$ cat src/rtl/fifo_read_operation.sv
// fifo_read_operation: read-side controller for the 8-entry register-file FIFO.
// Owns the read pointer, decodes a one-hot read select, registers read data and
// reports read acknowledge / underflow error through a three-state FSM.
// Optional feature macro: FIFO_RD_ERR_EN (enables the underflow error state and rd_err).
module fifo_read_operation #(
    parameter int unsigned DATA_WIDTH = 32
) (
    input  logic                    clk,
    input  logic                    reset,
    input  logic                    rd_en,
    input  logic                    clr,
    input  logic [3:0]              count,
    input  logic [8*DATA_WIDTH-1:0] reg_data,
    output logic                    rd_take,
    output logic [7:0]              rd_sel,
    output logic [2:0]              rd_ptr,
    output logic [DATA_WIDTH-1:0]   dout,
    output logic                    rd_ack,
    output logic                    rd_err
);

    typedef enum logic [1:0] {
        StIdle,
        StRead,
        StRdError
    } state_e;

    state_e                  state_q, state_d;
    logic [2:0]              rd_ptr_q, rd_ptr_d;
    logic [DATA_WIDTH-1:0]   dout_q, dout_d;
    logic                    empty;

    // Illegal counts 9..15 are non-empty simply because they are non-zero.
    assign empty   = (count == 4'd0);
    assign rd_take = rd_en & ~empty & ~clr;

    // One-hot decode of the read pointer, only active on an accepted read.
    always_comb begin
        rd_sel = 8'b0;
        for (int i = 0; i < 8; i++) begin
            rd_sel[i] = rd_take && (rd_ptr_q == 3'(i));
        end
    end

    // Next-state logic: clr wins, then accepted read, then underflow.
    always_comb begin
        state_d = StIdle;
        if (clr) begin
            state_d = StIdle;
        end else if (rd_en && !empty) begin
            state_d = StRead;
        end else if (rd_en && empty) begin
`ifdef FIFO_RD_ERR_EN
            state_d = StRdError;
`else
            state_d = StIdle;
`endif
        end
    end

    // Pointer and data path: advance and capture only on an accepted read.
    always_comb begin
        rd_ptr_d = rd_ptr_q;
        dout_d   = dout_q;
        if (clr) begin
            rd_ptr_d = 3'd0;
        end else if (rd_take) begin
            rd_ptr_d = rd_ptr_q + 3'd1;
            dout_d   = reg_data[rd_ptr_q*DATA_WIDTH +: DATA_WIDTH];
        end
    end

    // State registers with asynchronous active-high reset.
    always_ff @(posedge clk or posedge reset) begin
        if (reset) begin
            state_q  <= StIdle;
            rd_ptr_q <= 3'd0;
            dout_q   <= '0;
        end else begin
            state_q  <= state_d;
            rd_ptr_q <= rd_ptr_d;
            dout_q   <= dout_d;
        end
    end

    assign rd_ptr = rd_ptr_q;
    assign dout   = dout_q;
    assign rd_ack = (state_q == StRead);
`ifdef FIFO_RD_ERR_EN
    assign rd_err = (state_q == StRdError);
`else
    assign rd_err = 1'b0;
`endif

endmodule

$ cat config.mk
export PLATFORM = sky130hd
export DESIGN_NAME = fifo_read_operation
export DESIGN_NICKNAME = d
export VERILOG_FILES = /design/src/rtl/fifo_read_operation.sv
export SDC_FILE = /design/constraint.sdc
export NUM_CORES = 1
export LEC_CHECK = 0
export ABC_AREA = 1
export CORE_MARGIN = 3
export CORE_UTILIZATION = 33
export CTS_CLUSTER_DIAMETER = 150
export CTS_CLUSTER_SIZE = 30
export DETAILED_ROUTE_END_ITERATION = 16
export PLACE_DENSITY = 0.87
export SLEW_MARGIN = 10
export SYNTH_ARGS = -nofsm -noshare
export SYNTH_HDL_FRONTEND = slang
export SYNTH_SLANG_ARGS = --single-unit
$ cat constraint.sdc
create_clock -name clk -period 1.3 [get_ports clk]
set_input_delay 0.13 -clock clk [delete_from_list [all_inputs] [get_ports clk]]
set_output_delay 0.13 -clock clk [all_outputs]
set_load 0.01 [all_outputs]
* Word-level counts from Yosys, hierarchy flattened *
Index checks and enable logic that the tools add are counted.

word-level totals
  register bits = 37
  input port bits = 264
  output and inout port bits = 46
  word-level logic and storage cells = 35

operators by class
  add/sub/neg operators = 1
  equal/unequal tests = 8
  shift operators = 1
  multiplexer cells = 4
  bitwise logic cells = 4
  reductions and logical operators = 14

operator list
  kind                                                                   count
  256-bit by 9-bit variable part select with 32-bit output               1
  3-bit equality test, second input constant                             4
  1-bit logical AND                                                      9
  3-bit by 2-bit equality test with 1-bit output, second input constant  2
  3-bit two-way mux                                                      2
  4-bit zero test                                                        1
  3-bit by 1-bit adder with 3-bit output, second input constant          1
  3-bit by 1-bit equality test with 1-bit output, second input constant  1
  3-bit zero test                                                        1
  1-bit bitwise AND                                                      2
  2-bit by 1-bit equality test with 1-bit output, second input constant  1
  1-bit two-way mux                                                      2
  1-bit NOT                                                              2
  2-bit AND reduction                                                    1
  2-bit nonzero test                                                     1
  1-bit zero test                                                        1

* Logic depth before layout (Yosys ltp) *
Gate-level depths: netlist (run 1).

  depth after elaboration = 6
  mapped depth = 8
  gate-level depth less buffers = 7

* Least setup slack after synthesis (run 1) *
Ideal clock, no wire load.

  path type = reg-to-output
  from = reg rd_ptr_q[1] (netlist: rd_ptr[1])
  to = out rd_sel[0]
  data arrival time = 1392 ps
  data required time = 1170 ps
  path slack = -222 ps
  cell stages (with the launch flop) = 7
  cells stage by stage = dfrtp_1 inv_1 buf_2 buf_2 ha_1 inv_1 nor3_1

on the way
  longest elaborated chain between the ends = 2

ends and longest elaborated chain
  item                      RTL line  text
  start: declaration        29        logic [2:0] rd_ptr_q, rd_ptr_d;
  start signal: assignment  81        rd_ptr_q <= rd_ptr_d;
  3-bit zero test           41        rd_sel[i] = rd_take && (rd_ptr_q == 3'(i));
  1-bit logical AND         41
  end: declaration          15        output logic [7:0] rd_sel,

No other way between the ends.

* Final worst setup path (run 1) *
  from = reg rd_ptr_q[0] (netlist: rd_ptr[0])
  to = reg dout_q[12] (netlist: dout[12])

on the way
  longest elaborated chain between the ends = 1

ends and longest elaborated chain
  item                                                      RTL line  text
  256-bit by 9-bit variable part select with 32-bit output  69        dout_d = reg_data[rd_ptr_q*DATA_WIDTH +: DATA_WIDTH];
  end signal: assignment                                    82        dout_q <= dout_d;
  end: declaration                                          30        logic [DATA_WIDTH-1:0] dout_q, dout_d;

No other way between the ends.
A chain may end at the register's enable or synchronous reset.

==> results by group, run 1 <==
Setup path
  – Critical Path Start Type: flop
  – Crit. End Element: flop
  – Reg2reg path depth: 10
  – WP data arrival: 1.77 ns
  – RR Startpoint: rd_ptr[0]
  – Crit-path slowest cell: dfrtp_4
  – R2r setup slk: -0.26 ns
  – Crit path cell chain: inv_6 > buf_12 > buf_12 > buf_12 > nand2_2 > nand2_1 > nand2_1 > nand3_1 > nand3_1 > nand2_1
  – CP peak stage delay: 0.54 ns
  – Setup Crit Path Kind: reg -> reg
  – FF-to-FF End: dout[12]
  – Critical path fanouts, max: 8
  – Critical path data required time: 1.51 ns

Clock tree
  – CTS buffer count: 5
  – TritonCTS clock tree: built
  – H-tree Lvls: 2
  – Post-CTS Hold Fix Bufs: 0
  – CTS root buf: clkbuf_16
  – Clk Latency, worst-skew pair: 0.28 ns
  – Clk slew on worst S/H paths: 0.06 ns
  – Clock sinks: 36
  – Clock Tree Buf Depth: 2

Floorplan
  – Die area: 0.01510 mm²
  – I/O pin count: 310
  – Core Region: 0.01330 mm²
  – Die Y: 122.9 µm
  – Row cnt: 42
  – Chip width: 122.9 µm
  – Initial Util: 33.91%

STA
  – Final Max Tran Viols: 0
  – Hold Fails Final Rpt: 0
  – Peak Freq: 0.6423 GHz
  – Setup violators final: 42
  – Minimum clock period: 1.557 ns
  – Fin worst setup slack: -0.2569 ns
  – Final period utilization: 119.8%
  – RSZ-0062 raised after global routing: yes
  – Final Skew: 0.006791 ns
  – TNS Setup: -8.040 ns

Power and ir drop
  – Switching share of power: 35.40%
  – Clock Power Share: 20.7%
  – Worst VDD drop: 0.0003968 V
  – Design Power: 0.006173 W
  – Reg power frac: 23.9%
  – Pwr/cell area: 682.9 mW/mm²
  – Combinational Power Share: 55.5%
  – Leak: 4.954 nW
  – Pint: 0.003987 W
  – NetSw: 0.002185 W

Layout
  – Antenna cells: 0
  – Fill count: 1105
  – Register area: 907.1 µm²
  – Layout cells sized above 1: 13.97%
  – Fin nets: 1486
  – Area growth, synth to finish: 100.5%
  – Multi-input combinational cell area: 0.002919 mm²
  – Design area: 0.009039 mm²
  – Final core utilization: 67.98%

Global routing
  – Number of global-route vias before repair: 6438
  – Gr usage total: 25.68%
  – GRT Residual Overflow: 0
  – Antenna violations before repair: 0
  – First-pass GRT wire length: 31.17 mm
  – Largest net degree at the start of global routing: 36

Logic synthesis
  – Synth warnings: 0
  – Count leader, synth: nand2_1
  – Synthesized area: 0.004508 mm²
  – Synth area leader: nand2_1
  – Top-area cell type share of the netlist area: 32.39%
  – Largest family of logic cells by synthesized area: simple AND/OR/NAND/NOR gates
  – Post-synthesis compound-gate area fraction: 0.3608%
  – Synth unique cells: 15
  – Adder-cell share of the synthesized area: 1.665%
  – Synth Area in Simple Gates: 54.82%
  – Count of flip-flops with a built-in enable after synthesis: 0
  – Main synth FF type: dfrtp_1
  – Post-Synthesis Cells: 898
  – Seq/Total Area, Yosys: 19.98%
  – Async set-or-reset flop fraction in the synthesized netlist: 100.0%
  – Mapped Nets: 1168
  – Flops & latches, synth: 36
  – Top post-synthesis cells by area: nand2_1 (32%), nand3_1 (21%), dfrtp_1 (20%), inv_1 (17%), buf_2 (4.4%)
  – Avg Cell Area, Syn: 5.020 µm²
  – Multiplexer share of the synthesized area: 0%
  – XOR/XNOR Fraction of Synth Area: 0%
  – Synth top cells by count: nand2_1 (389), inv_1 (200), nand3_1 (193)

Status
  – Failing checks: negative setup slack
  – Outcome: finished with violations

Route
  – Drt via density: 4.957
  – Routed WL: 22.84 mm
  – Drt wl/cell: 16.39 µm
  – DRT iter0 DRCs: 520
  – DR vias: 6905
  – Pre-antenna DRT Iters: 5
  – # DRC: 0
  – ANT nets after route: 0

Placed design
  – Dpl cell area: 0.007834 mm²
  – Placer Congestion: 0.8437
  – Hpwl dp: 14.18 mm
  – Setup WS pre-CTS: -0.6006 ns
  – Port Buf Inserts: 308

Min path
  – Min-delay worst type: in -> async

Job
  – Total of max-cap violations: 0
state kept, by name, summed over array words and instances, names as in the netlist:
name     cells
state_q      1
rd_ptr       3
dout        32
cell type report:
cell class / instances / area share (%)
repair buffers: 368 / 44.99
clock buffers: 8 / 1.730
flip-flops and latches: 36 / 10.04
multi-input cells: 602 / 32.30
inverters: 203 / 8.513
well taps: 176 / 2.436
power by group through the flow:
stage	combinational (W)	clock [W]	sequential, W
2_1_floorplan	0.00119	0	0.00155
3_3_place_gp	0.00280	0	0.00148
3_5_place_dp	0.00284	0	0.00149
4_1_cts	0.00311	0.00128	0.00147
5_1_grt	0.00369	0.00136	0.00149
6_report	0.00342	0.00128	0.00147
how the worst max path moves through the flow:
stage	startpoint	to	cells after the start
6_report	rd_ptr[0]	dout[12]	10
2_1_floorplan	rd_ptr[1]	rd_sel[5]	6
3_3_place_gp	count[1]	rd_sel[4]	6
5_1_grt	rd_ptr[0]	dout[10]	10
4_1_cts	rd_ptr[0]	dout[23]	9
3_5_place_dp	count[2]	rd_sel[4]	6
cells by family (layout without fill, tap and decap cells):
kind of cell             Yosys count  count (layout)
buffers and inverters            260             579
flip-flops                        36              36
adder cells (fa/ha/maj)            6               6
AO/OA/AOI/OAI                      3               3
other                              1               1
AND/OR/NAND/NOR                  592             592
worst max-delay path: cells and delay by family, from the launching register on:
kind | cells | cell delay [ns]
buffers and inverters | 4 | 0.50
flip-flops | 1 | 0.54
AND/OR/NAND/NOR | 6 | 0.44
through the flow:
step                      hold WS, ns  cells
after floorplan                0.2969    898
after global placement         0.4613   1349
after detailed placement       0.4652   1349
after CTS                      0.2057   1382
after global routing           0.2205   1393
final                          0.2087   1393
placed cells by master, fill, tap and decap left out, drive strengths merged:
cell | Yosys | final
nand3 | 193 | 193
buf | 47 | 61
clkdlybuf4s50 | 0 | 258
dlygate4sd2 | 0 | 35
nand2 | 389 | 389
inv | 203 | 203
conb | 1 | 1
o22ai | 1 | 1
o21ai | 2 | 2
clkdlybuf4s15 | 0 | 1
ha | 6 | 6
nor3 | 6 | 6
nor2 | 4 | 4
dlymetal6s2s | 0 | 4
dfrtp | 36 | 36
clkbuf | 10 | 17
metal layers:
metal	part of all wire, %	global-route usage [%]	up-vias
met4	3.8	10.57	0
li1	-	-	3291
met1	37	29.69	3124
met5	0	0	-
met2	50	45.30	410
met3	9.2	6.083	80
what timing repair did:
item / in CTS / in global routing
cloned: 11 / 10
endpoints found under the setup margin: 78 / 49
pin swaps: 7 / 41
resized for setup: 136 / 78
endpoints found under the hold margin: 0 / 0
buffers inserted: 14 / 4
Note: power is estimated with default switching activity, not from simulation.
==> run 2: changes to the inputs <==
--- a/config.mk
+++ b/config.mk
@@ -12,7 +12,6 @@
 export CTS_CLUSTER_SIZE = 30
 export DETAILED_ROUTE_END_ITERATION = 16
 export PLACE_DENSITY = 0.87
-export SLEW_MARGIN = 10
 export SYNTH_ARGS = -nofsm -noshare
 export SYNTH_HDL_FRONTEND = slang
 export SYNTH_SLANG_ARGS = --single-unit
==> results of run 2 <==
The final DEF is identical to that of run 1; final timing and power are the same.
==> run 3: changes to the inputs <==
--- a/config.mk
+++ b/config.mk
@@ -12,6 +12,7 @@
 export CTS_CLUSTER_SIZE = 30
 export DETAILED_ROUTE_END_ITERATION = 16
 export PLACE_DENSITY = 0.87
+export SKIP_CTS_REPAIR_TIMING = 1
 export SYNTH_ARGS = -nofsm -noshare
 export SYNTH_HDL_FRONTEND = slang
 export SYNTH_SLANG_ARGS = --single-unit
==> results by group, run 3 (synthesized netlist as in run 1, its figures left out) <==
Global routing
  – First-pass GRT wire length: 27.76 mm
  – Gr usage total: 22.60%
  – GRT Residual Overflow: 0
  – Number of global-route vias before repair: 5874
  – Antenna violations before repair: 0
  – Largest net degree at the start of global routing: 60

Placed design
  – Setup WS pre-CTS: -0.6006 ns
  – Placer Congestion: 0.8437
  – Dpl cell area: 0.007834 mm²
  – Port Buf Inserts: 308
  – Hpwl dp: 14.18 mm

Floorplan
  – I/O pin count: 310
  – Row cnt: 42
  – Initial Util: 33.91%
  – Die area: 0.01510 mm²
  – Die Y: 122.9 µm
  – Core Region: 0.01330 mm²
  – Chip width: 122.9 µm

Setup path
  – WP data arrival: 1.38 ns
  – CP Buf/Inv Count: 2
  – Most Frequent Cell on Critical Path: ha_4
  – CP top delay family: flip-flops
  – Crit path cell chain: ha_4 > ha_4 > inv_2 > nor2_2 > buf_2
  – Critical Path Start Type: flop
  – Crit. End Element: output port
  – CP peak stage delay: 0.54 ns
  – Critical path fanouts, max: 5
  – R2r setup slk: -0.17 ns
  – Setup Crit Path Kind: reg -> out
  – Crit-path slowest cell: dfrtp_4
  – Critical path data required time: 1.17 ns

Layout
  – Fin nets: 1467
  – Largest register FFs: 32
  – Area growth, synth to finish: 88.01%
  – Fill count: 1191
  – Antenna cells: 0
  – Layout cells sized above 1: 7.095%
  – Most frequent cells in the layout: nand2_1 (386), clkdlybuf4s50_1 (264), inv_1 (193), nand3_1 (190), dlymetal6s2s_1 (36)
  – Register area: 907.1 µm²
  – Design area: 0.008476 mm²
  – Most common cell after layout, fill and taps aside: nand2_1
  – Multi-input combinational cell area: 0.002666 mm²

Clock tree
  – TritonCTS clock tree: built
  – Clk Latency, worst-skew pair: 0.27 ns
  – H-tree Lvls: 2
  – Clock Tree Buf Depth: 2
  – Clock sinks: 36
  – Clk slew on worst S/H paths: 0.06 ns
  – CTS buffer count: 5
  – CTS root buf: clkbuf_16

Power and ir drop
  – Pwr/cell area: 682.9 mW/mm²
  – Design Power: 0.005788 W
  – Worst VDD drop: 0.0003886 V
  – Leak: 4.981 nW

Min path
  – Min-delay worst type: in -> async

Route
  – Pre-antenna DRT Iters: 5
  – # DRC: 0
  – DRT iter0 DRCs: 507
  – ANT nets after route: 0
  – Routed WL: 20.18 mm
  – DR vias: 6477
  – Drt via density: 4.714
  – Drt wl/cell: 14.69 µm

Status
  – Outcome: finished with violations
  – Failing checks: negative setup slack

STA
  – Final period utilization: 116.2%
  – Final Skew: 0.004495 ns
  – Hold Fails Final Rpt: 0
  – Peak Freq: 0.6617 GHz
  – Setup violators final: 41
  – Minimum clock period: 1.511 ns
  – RSZ-0062 raised after global routing: yes
  – WHS: 0.2080 ns
  – Final Max Tran Viols: 0
  – Fin worst setup slack: -0.2112 ns

Job
  – Total of max-cap violations: 0
## run 3: power by group
part	total [W]	leakage (nW)	switching (W)	internal, W
logic	0.00306	4.46	0.00138	0.00168
clock network	0.00125	0.0772	0.000436	0.000816
registers	0.00147	0.443	0.000142	0.00133
total	0.00579	4.98	0.00196	0.00383
## run 3: path summary, 6_finish.rpt
kind                       startpoint         to  depth (start not counted)
setup / recovery            rd_ptr[0]  rd_sel[3]                          5
hold / removal                  reset   dout[15]                          3
setup reg to reg            rd_ptr[0]   dout[11]                          8
hold reg to reg              dout[21]   dout[21]                          2
max in group asynchronous       reset  rd_ptr[0]                          3
min in group clk             dout[21]   dout[21]                          2
## run 3: per-layer routing
| metal | vias to the layer above | GRT usage (%) | part of all wire [%] |
|---|---|---|---|
| li1 | 3246 | - | - |
| met1 | 2887 | 26.91 | 39 |
| met2 | 297 | 40.08 | 50 |
| met3 | 47 | 5.115 | 7.8 |
| met4 | 0 | 7.278 | 2.7 |
| met5 | - | 0 | 0 |
## run 3: final cells by class
| cell class | count | area share, % |
|---|---|---|
| Sequential cell | 36 | 10.70 |
| Timing Repair Buffer | 349 | 44.32 |
| Clock buffer | 8 | 1.845 |
| Tap cell | 176 | 2.598 |
| Inverter | 203 | 9.079 |
| Multi-Input combinational cell | 602 | 31.46 |
## run 3: stage by stage
step                setup TNS [ns]  instances  util, %
global placement            -20.77       1349    58.92
CTS                         -14.16       1357    60.10
floorplan                        0        898        -
global route                -8.680       1374    63.75
finish                      -5.678       1374    63.75
detailed placement          -21.64       1349    58.92
## run 3: worst reg2reg max path: cells and delay by family, from the launching register on
family,cells,cell delay [ns]
flip-flops,1,0.54
AND/OR/NAND/NOR,5,0.41
buffers and inverters,3,0.41
